[config.mk]
export PLATFORM = sky130hd
export DESIGN_NAME = gpio_apb_arbiter
export DESIGN_NICKNAME = d
export VERILOG_FILES = /design/src/rtl/gpio_arb_pkg.sv /design/src/rtl/gpio_rr_arbiter.sv /design/src/rtl/gpio_apb_arbiter.sv
export SDC_FILE = /design/constraint.sdc
export NUM_CORES = 1
export LEC_CHECK = 0
export CAP_MARGIN = 20
export CORE_AREA = 10 10 120 122
export CTS_BUF_LIST = sky130_fd_sc_hd__clkbuf_16
export CTS_CLUSTER_DIAMETER = 100
export DETAILED_ROUTE_END_ITERATION = 6
export DIE_AREA = 0 0 130 132
export PLACE_DENSITY = 0.87
export SETUP_SLACK_MARGIN = 0.5
export SLEW_MARGIN = 25
export SYNTH_ARGS = -nofsm -noshare
export SYNTH_HDL_FRONTEND = slang
export SYNTH_SLANG_ARGS = --single-unit
[constraint.sdc]
create_clock -name clk_apb -period 2.97 [get_ports clk_apb]
set_input_delay 0.594 -clock clk_apb [delete_from_list [all_inputs] [get_ports clk_apb]]
set_output_delay 0.594 -clock clk_apb [all_outputs]
set_load 0.005 [all_outputs]
[src/rtl/gpio_arb_pkg.sv]
// Shared types and GPIO register map for the GPIO APB arbiter and its benches.
package gpio_arb_pkg;

    typedef enum logic [1:0] {
        ARB_IDLE,
        ARB_SETUP,
        ARB_ACCESS
    } arb_state_t;

    localparam logic [11:0] GPIO_DATA_IN    = 12'h000;
    localparam logic [11:0] GPIO_DATA_OUT   = 12'h004;
    localparam logic [11:0] GPIO_DIR        = 12'h008;
    localparam logic [11:0] GPIO_IRQ_EN     = 12'h00C;
    localparam logic [11:0] GPIO_IRQ_TYPE   = 12'h010;
    localparam logic [11:0] GPIO_IRQ_POL    = 12'h014;
    localparam logic [11:0] GPIO_IRQ_STATUS = 12'h018;
    localparam logic [11:0] GPIO_IRQ_CLR    = 12'h01C;
    localparam logic [11:0] GPIO_DEBOUNCE   = 12'h020;

    // Round-robin successor of requester g among n requesters.
    function automatic int rr_next(input int g, input int n);
        return (g + 1 >= n) ? 0 : g + 1;
    endfunction

endpackage

[src/rtl/gpio_rr_arbiter.sv]
// Combinational round-robin pick: first set request bit at or after ptr, wrapping.
module gpio_rr_arbiter #(
    parameter int NREQ = 3,
    parameter int PW   = (NREQ > 1) ? $clog2(NREQ) : 1
) (
    input  logic [NREQ-1:0] req,
    input  logic [PW-1:0]   ptr,
    output logic [NREQ-1:0] grant,
    output logic [PW-1:0]   idx,
    output logic            any
);

    always_comb begin
        int k;
        k     = 0;
        grant = '0;
        idx   = '0;
        any   = 1'b0;
        for (int i = 0; i < NREQ; i++) begin
            k = (int'(ptr) + i) % NREQ;
            if (!any && req[k]) begin
                grant[k] = 1'b1;
                idx      = PW'(k);
                any      = 1'b1;
            end
        end
    end

endmodule

[src/rtl/gpio_apb_arbiter.sv]
// Round-robin sharing of the GPIO APB slave port among NREQ single-beat requesters.
// Defining GPIO_ARB_TIMEOUT_EN adds an ACCESS-phase watchdog that forces an error response.
module gpio_apb_arbiter
    import gpio_arb_pkg::*;
#(
    parameter int NREQ           = 3,
    parameter int APB_AW         = 12,
    parameter int APB_DW         = 32,
    parameter int TIMEOUT_CYCLES = 255
) (
    input  logic                   clk_apb,
    input  logic                   rst_apb_n,
    input  logic [NREQ-1:0]        req_valid,
    output logic [NREQ-1:0]        req_ready,
    input  logic [NREQ-1:0]        req_write,
    input  logic [NREQ*APB_AW-1:0] req_addr,
    input  logic [NREQ*APB_DW-1:0] req_wdata,
    output logic [NREQ-1:0]        rsp_valid,
    output logic [APB_DW-1:0]      rsp_rdata,
    output logic                   rsp_err,
    output logic [APB_AW-1:0]      paddr,
    output logic                   pwrite,
    output logic [APB_DW-1:0]      pwdata,
    output logic                   psel,
    output logic                   penable,
    input  logic [APB_DW-1:0]      prdata,
    input  logic                   pready,
    input  logic                   pslverr
);

    localparam int PW = (NREQ > 1) ? $clog2(NREQ) : 1;

    if (NREQ < 1 || NREQ > 8 || TIMEOUT_CYCLES < 1 || TIMEOUT_CYCLES > 65535) begin : g_cfg_check
        $error("gpio_apb_arbiter: unsupported NREQ or TIMEOUT_CYCLES");
    end

    arb_state_t                   state;
    logic [PW-1:0]                ptr, gidx, gidx_q;
    logic [NREQ-1:0]              grant;
    logic                         any_req;
    logic                         done, done_err;
    logic [APB_DW-1:0]            done_data;
    logic [NREQ-1:0][APB_AW-1:0]  addr_v;
    logic [NREQ-1:0][APB_DW-1:0]  wdata_v;

    assign addr_v  = req_addr;
    assign wdata_v = req_wdata;

    gpio_rr_arbiter #(.NREQ(NREQ), .PW(PW)) u_rr (
        .req   (req_valid),
        .ptr   (ptr),
        .grant (grant),
        .idx   (gidx),
        .any   (any_req)
    );

    // Accept only while idle; gated by reset so nothing is acknowledged in reset.
    assign req_ready = (state == ARB_IDLE && rst_apb_n) ? grant : '0;

`ifdef GPIO_ARB_TIMEOUT_EN
    localparam int TW = (TIMEOUT_CYCLES > 255) ? 16 : 8;
    logic [TW-1:0] tmo_cnt;
`endif

    // Completion of the ACCESS phase: slave ready, or watchdog expiry when enabled.
    always_comb begin
        done      = 1'b0;
        done_err  = 1'b0;
        done_data = '0;
        if (state == ARB_ACCESS) begin
            if (pready) begin
                done      = 1'b1;
                done_err  = pslverr;
                done_data = pwrite ? '0 : prdata;
            end
`ifdef GPIO_ARB_TIMEOUT_EN
            else if (tmo_cnt == TW'(TIMEOUT_CYCLES - 1)) begin
                done     = 1'b1;
                done_err = 1'b1;
            end
`endif
        end
    end

    always_ff @(posedge clk_apb or negedge rst_apb_n) begin
        if (!rst_apb_n) begin
            state     <= ARB_IDLE;
            ptr       <= '0;
            gidx_q    <= '0;
            paddr     <= '0;
            pwrite    <= 1'b0;
            pwdata    <= '0;
            psel      <= 1'b0;
            penable   <= 1'b0;
            rsp_valid <= '0;
            rsp_rdata <= '0;
            rsp_err   <= 1'b0;
`ifdef GPIO_ARB_TIMEOUT_EN
            tmo_cnt   <= '0;
`endif
        end else begin
            rsp_valid <= '0;
            rsp_rdata <= '0;
            rsp_err   <= 1'b0;
            unique case (state)
                ARB_IDLE: begin
                    if (any_req) begin
                        gidx_q <= gidx;
                        ptr    <= PW'(rr_next(int'(gidx), NREQ));
                        paddr  <= addr_v[gidx];
                        pwdata <= wdata_v[gidx];
                        pwrite <= req_write[gidx];
                        psel   <= 1'b1;
                        state  <= ARB_SETUP;
                    end
                end
                ARB_SETUP: begin
                    penable <= 1'b1;
                    state   <= ARB_ACCESS;
`ifdef GPIO_ARB_TIMEOUT_EN
                    tmo_cnt <= '0;
`endif
                end
                ARB_ACCESS: begin
                    if (done) begin
                        psel      <= 1'b0;
                        penable   <= 1'b0;
                        paddr     <= '0;
                        pwrite    <= 1'b0;
                        pwdata    <= '0;
                        rsp_valid <= NREQ'(1) << gidx_q;
                        rsp_rdata <= done_data;
                        rsp_err   <= done_err;
                        state     <= ARB_IDLE;
                    end
`ifdef GPIO_ARB_TIMEOUT_EN
                    else begin
                        tmo_cnt <= tmo_cnt + 1'b1;
                    end
`endif
                end
                default: state <= ARB_IDLE;
            endcase
        end
    end

endmodule

## Word level (Yosys, flattened, before mapping)

Cells that the tools add are included.
W data, S select, Z words.

- Register bits: 89
- Bits of input ports: 174
- Logic and storage cells: 105

- Add/subtract/negate cells: 3
- Div/mod/pow operators: 3
- Magnitude comparators: 8
- Equality and inequality tests: 4
- Shift operators: 1
- Muxes and demuxes: 58
- Bitwise logic cells: 2
- Reduce and logical (&&, ||, !) cells: 15

Operator list:

| cell | count |
|---|---|
| $mux W32 | 7 |
| $ge A32 B1 Y1 const B | 3 |
| $lt A32 B4 Y1 const B | 3 |
| $bmux W32 S2 | 1 |
| $mod A32 B3 Y32 const B | 2 |
| $pmux W32 S2 | 1 |
| $mux W12 | 3 |
| $mod A3 B3 Y32 const B | 1 |
| $bmux W12 S2 | 1 |
| $pmux W12 S2 | 1 |
| $mux W1 | 21 |
| $mux W3 | 6 |
| $mux W2 | 6 |
| $bmux W1 S2 | 4 |
| $add A2 B1 Y3 const B | 2 |
| $demux W1 S2 | 3 |
| $logic_and A1 B1 Y1 | 6 |
| $or A3 B3 Y3 | 2 |
| $pmux W1 S2 | 3 |
| $pmux W2 S3 | 1 |
| $reduce_and A2 Y1 | 3 |
| $ne A2 B2 Y1 const B | 2 |
| $reduce_bool A2 Y1 | 2 |
| $add A2 B2 Y3 const B | 1 |
| other kinds (8) | 9 |

## Logic depth before layout (Yosys ltp)

- Depth in word-level cells: 15
- Depth in mapped cells: 12

## By module

Synthesis repeated with hierarchy kept, for this count alone.

- Cell total of the unflattened synthesis: 417
- Area total of the unflattened synthesis: 4633.2 sq um

Modules (own cells, without submodules):

| module | times used | cells an instance | area each (sq um) |
|---|---|---|---|
| gpio_apb_arbiter | 1 | 365 | 4251.6 |
| gpio_rr_arbiter | 1 | 52 | 381.6 |

## Least setup slack after synthesis

OpenSTA, ideal clock, no wires.

- Kind: register to output
- Start: register ptr[0]
- End: output req_ready[2]
- Arrival time: 1.609 ns
- Data required time: 2.376 ns
- Path slack: 0.767 ns
- Cell stages (with the launch flop): 10
- Buffers on the path: 2
- Cell sequence: dfrtp_1 inv_1 ha_1 buf_6 mux2i_1 o21a_1 buf_6 nand2_1 nand2_1 a211oi_1

- Word-level cells in the longest chain between the ends: 12

Ends and longest elaborated chain:

| element | RTL line | text |
|---|---|---|
| from (decl) | gpio_apb_arbiter.sv:38 | `logic [PW-1:0] ptr, gidx, gidx_q;` |
| from (signal assigned) | gpio_apb_arbiter.sv:109 | `ptr <= PW'(rr_next(int'(gidx), NREQ));` |
| parallel branches: the longest is 10 deep, another holds $mod A32 B3 Y32 | n/a |  |
| $mux W3 * | gpio_rr_arbiter.sv:21 | `if (!any && req[k]) begin` |
| $mux W3 * | gpio_apb_arbiter.sv:58 | `assign req_ready = (state == ARB_IDLE && rst_apb_n) ? grant : '0;` |
| to (decl) | gpio_apb_arbiter.sv:14 | `output logic [NREQ-1:0] req_ready,` |

Every way passes the cells marked *. The select of a mux whose other input is x is not followed.

## Final worst setup path

- Start: register ptr[1]
- End: output req_ready[2]

Same word-level chain as after synthesis.

==> PnR_summary.wiki <==
{| class="wikitable"
! Metric !! Value
|-
| Cts bufs inserted || 9
|-
| Synthesized area per cell || 12.37 µm²
|-
| Proportion of layout cells with a drive suffix above 1 || 0.2291
|-
| Final period util || 0.9161
|-
| Total gr overflow || 0
|-
| Synth Flop Type || dfrtp_1
|-
| Synth Warn # || 0
|-
| Die width || 130 µm
|-
| Switching pwr || 3.155 mW
|-
| Fin. max-slew vios || 0
|-
| Proportion of power drawn by the clock network || 0.128
|-
| First-pass GRT wire length || approximately 27 mm
|-
| Total of max-cap violations || 0
|-
| Final-report setup violation count || 0
|-
| Type of the tightest min-delay check || input port to asynchronous set/reset pin
|-
| Antenna violations before repair || 0
|-
| Number of hold buffers added after CTS || 0
|-
| Num Clock Sinks || 89
|-
| Cell accounting for the most synthesized area || dfrtp_1
|-
| Leakage Power || 3.322 nW
|-
| Register area || about 2200 µm²
|-
| Antenna-violating nets left || 0
|-
| Number of enable flip-flop cells after synthesis || 0
|-
| Height of the die || roughly 130 µm
|-
| Areal power density over the cells || about 1000 nW/µm²
|-
| Share of synthesized registers carrying an async set or reset || 1.000
|-
| Starting utilization of the core area || 0.3749
|-
| Clock period minus final worst setup slack || 2.721 ns
|-
| Weighted congestion reported at the end of routability-driven placement || 0.9539
|-
| Cell-internal power || between 5 and 6 mW
|-
| Yosys reg bits || 89
|-
| Global-route usage over all layers || 0.1987
|-
| Maximum level of the CTS H-tree || 3
|-
| Status || completed
|-
| Combinational cell fraction of total power || 0.640
|-
| Post-Route Hold Slack || 0.3354 ns
|-
| Dpl cells || 759
|-
| HPWL Detailed || 13.17 mm
|-
| Routed vias/inst || about 5.2
|-
| Post-synth cell types || 40
|-
| Top achievable clock speed || around 370 MHz
|-
| Relative area change from synthesis to final layout || 80.72%
|-
| Sequential area share after synthesis || 0.4987
|-
| Pwr Total || 8.246 mW
|-
| Via count of the first global-routing pass || 4490
|-
| Wire length reported by the detailed router || around 19 mm
|-
| Syn Inst Count || 361
|-
| Leading post-synthesis cells by cell area || dfrtp_1 (50%), a22oi_2 (11%), mux2i_1 (11%)
|-
| Buffers added on ports || about 260
|-
| Worst supply voltage drop on vdd || ~540 µV
|-
| Setup CP Type || flop to output port
|-
| Die footprint || 17160 µm²
|-
| Final Hold Fails || 0
|-
| Detailed-route DRC error count || 0
|-
| Maximum number of pins on one net before global-route repair || 49
|-
| Sequential cell fraction of total power || 0.233
|-
| Clock slew at the register clock pins of the worst setup and hold paths || 0.07 ns
|-
| Via count || around 4.2k
|-
| Worst path arrival time || about 2.1 ns
|-
| Data required time at the worst endpoint || 2.38 ns
|-
| Clock root buffer || clkbuf_16
|-
| Nets in the synthesized netlist || ~540
|-
| Sw frac || 0.3826
|-
| CTS tree || done
|-
| Synth top cells by count || dfrtp_1 (89), mux2i_1 (47), o21ai_1 (44)
|-
| Non-filler cells, final || approximately 800
|-
| Setup_tns || 0 ns
|-
| Maximum fanout along the worst path || 3
|-
| Max transition margin || 0.5979
|-
| Per-cell routed wire length || 23.42 µm
|-
| Area inside the core boundary || 11910 µm²
|-
| Synthesized area || 4466 µm²
|-
| Final nets || 832
|-
| Critical path capture point type || output port
|-
| CTS Buffer Depth || 2
|-
| Kind of start point of the critical path || flop
|-
| Layout Skew || 0.007880 ns
|-
| Insertion delay to the later sink of the worst-skew pair || 0.33 ns
|-
| Drt initial violations || about 180
|-
| # IOs || 260
|-
| Fill count || between 800 and 900
|-
| Fraction of synthesized cell area taken by the top area cell type || 0.4987
|-
| Actual slew at the worst max-slew pin || 0.6032 ns
|-
| Site Rows || 40
|-
| Combined area of the multi-input logic cells || 2193 µm²
|-
| Ant. Diodes || 0
|-
| Most used standard cell by instance count after synthesis || dfrtp_1
|-
| Router iterations before antenna repair || 4
|-
| Unrepaired setup endpoints after global routing || true
|}
## registers in the layout, indices dropped and copies added (netlist names)
name,cells
pwdata,32
rsp_valid,3
psel,1
paddr,12
rsp_err,1
state,2
rsp_rdata,32
gidx_q,2
ptr,2
penable,1
pwrite,1
## cells by family after synthesis
group | synth area share
compound gates | 0.2045
fa+ha+maj | 0.01121
buf+inv | 0.07201
flops | 0.4987
mux | 0.1188
simple gates | 0.09471
## through the flow
stage / utilization / worst slack [ns] / instance area, µm²
after floorplan: - / 0.7667 / 4466
after global placement: 0.5982 / -0.005140 / 7126
after detailed placement: 0.5982 / -0.1287 / 7126
after CTS: 0.6382 / 0.3449 / 7602
after global routing: 0.6775 / 0.1992 / 8070
final: 0.6775 / 0.2491 / 8070
## repair_timing
item / in CTS / in global routing
endpoints found under the setup margin: 48 / 48
pin swaps: 7 / 9
buffers inserted: 12 / 11
gates resized for setup: 38 / 47
gates cloned: 1 / 7
hold endpoints to repair: 0 / 0
## path summary, 6_finish.rpt
path	startpoint	to	slack [ns]	depth (start not counted)
max in group asynchronous	rst_apb_n	rsp_rdata[25]	1.60	3
setup reg to reg	ptr[0]	pwdata[17]	0.42	13
min in group clk_apb	psel	psel	0.48	2
hold reg to reg	psel	psel	0.48	2
hold / removal	rst_apb_n	penable	0.34	2
setup / recovery	ptr[1]	req_ready[2]	0.25	7
## power by group through the flow
stage | Clock, mW | Sequential, mW | Combinational, mW
floorplan | 0 | 1.93 | 2.59
global placement | 0 | 1.90 | 3.75
detailed placement | 0 | 1.92 | 3.89
CTS | 1.09 | 1.91 | 4.29
global route | 1.14 | 1.96 | 5.61
finish | 1.05 | 1.92 | 5.27
## layout by cell type, fill, tap and decap left out, types with 6 or more instances in the layout
cell | Yosys | routed
nor2_1 | 9 | 9
buf_4 | 4 | 25
mux2i_4 | 1 | 11
a22oi_2 | 39 | 39
mux2i_1 | 47 | 31
mux2i_2 | 0 | 6
o21ai_1 | 44 | 43
buf_6 | 4 | 9
clkbuf_16 | 0 | 14
dfrtp_1 | 89 | 88
inv_1 | 10 | 9
nand2_1 | 9 | 9
clkdlybuf4s50_1 | 0 | 252
and2_1 | 33 | 33
## metal layers
layer	part of all wire	up-vias	track usage
met2	0.48	255	0.3217
met5	0	-	0
met4	0.013	0	0.04250
met3	0.13	21	0.1062
li1	-	1886	-
met1	0.38	2020	0.2253
## final cells by class
class | count | area share
well taps | 147 | 0.02279
multi-input cells | 238 | 0.2718
clock buffers | 9 | 0.02791
clock inverters | 7 | 0.005891
inverters | 10 | 0.004651
flip-flops and latches | 89 | 0.2761
repair buffers | 306 | 0.3909
## worst max-delay path, cell delays in order (launching register included)
cell and delay [ns]:
dfrtp_2 0.44, inv_2 0.12, ha_4 0.17, mux2_4 0.32
mux2i_4 0.21, nand2_1 0.13, a211oi_2 0.23, buf_2 0.16
(Power assumes the default switching activity.)
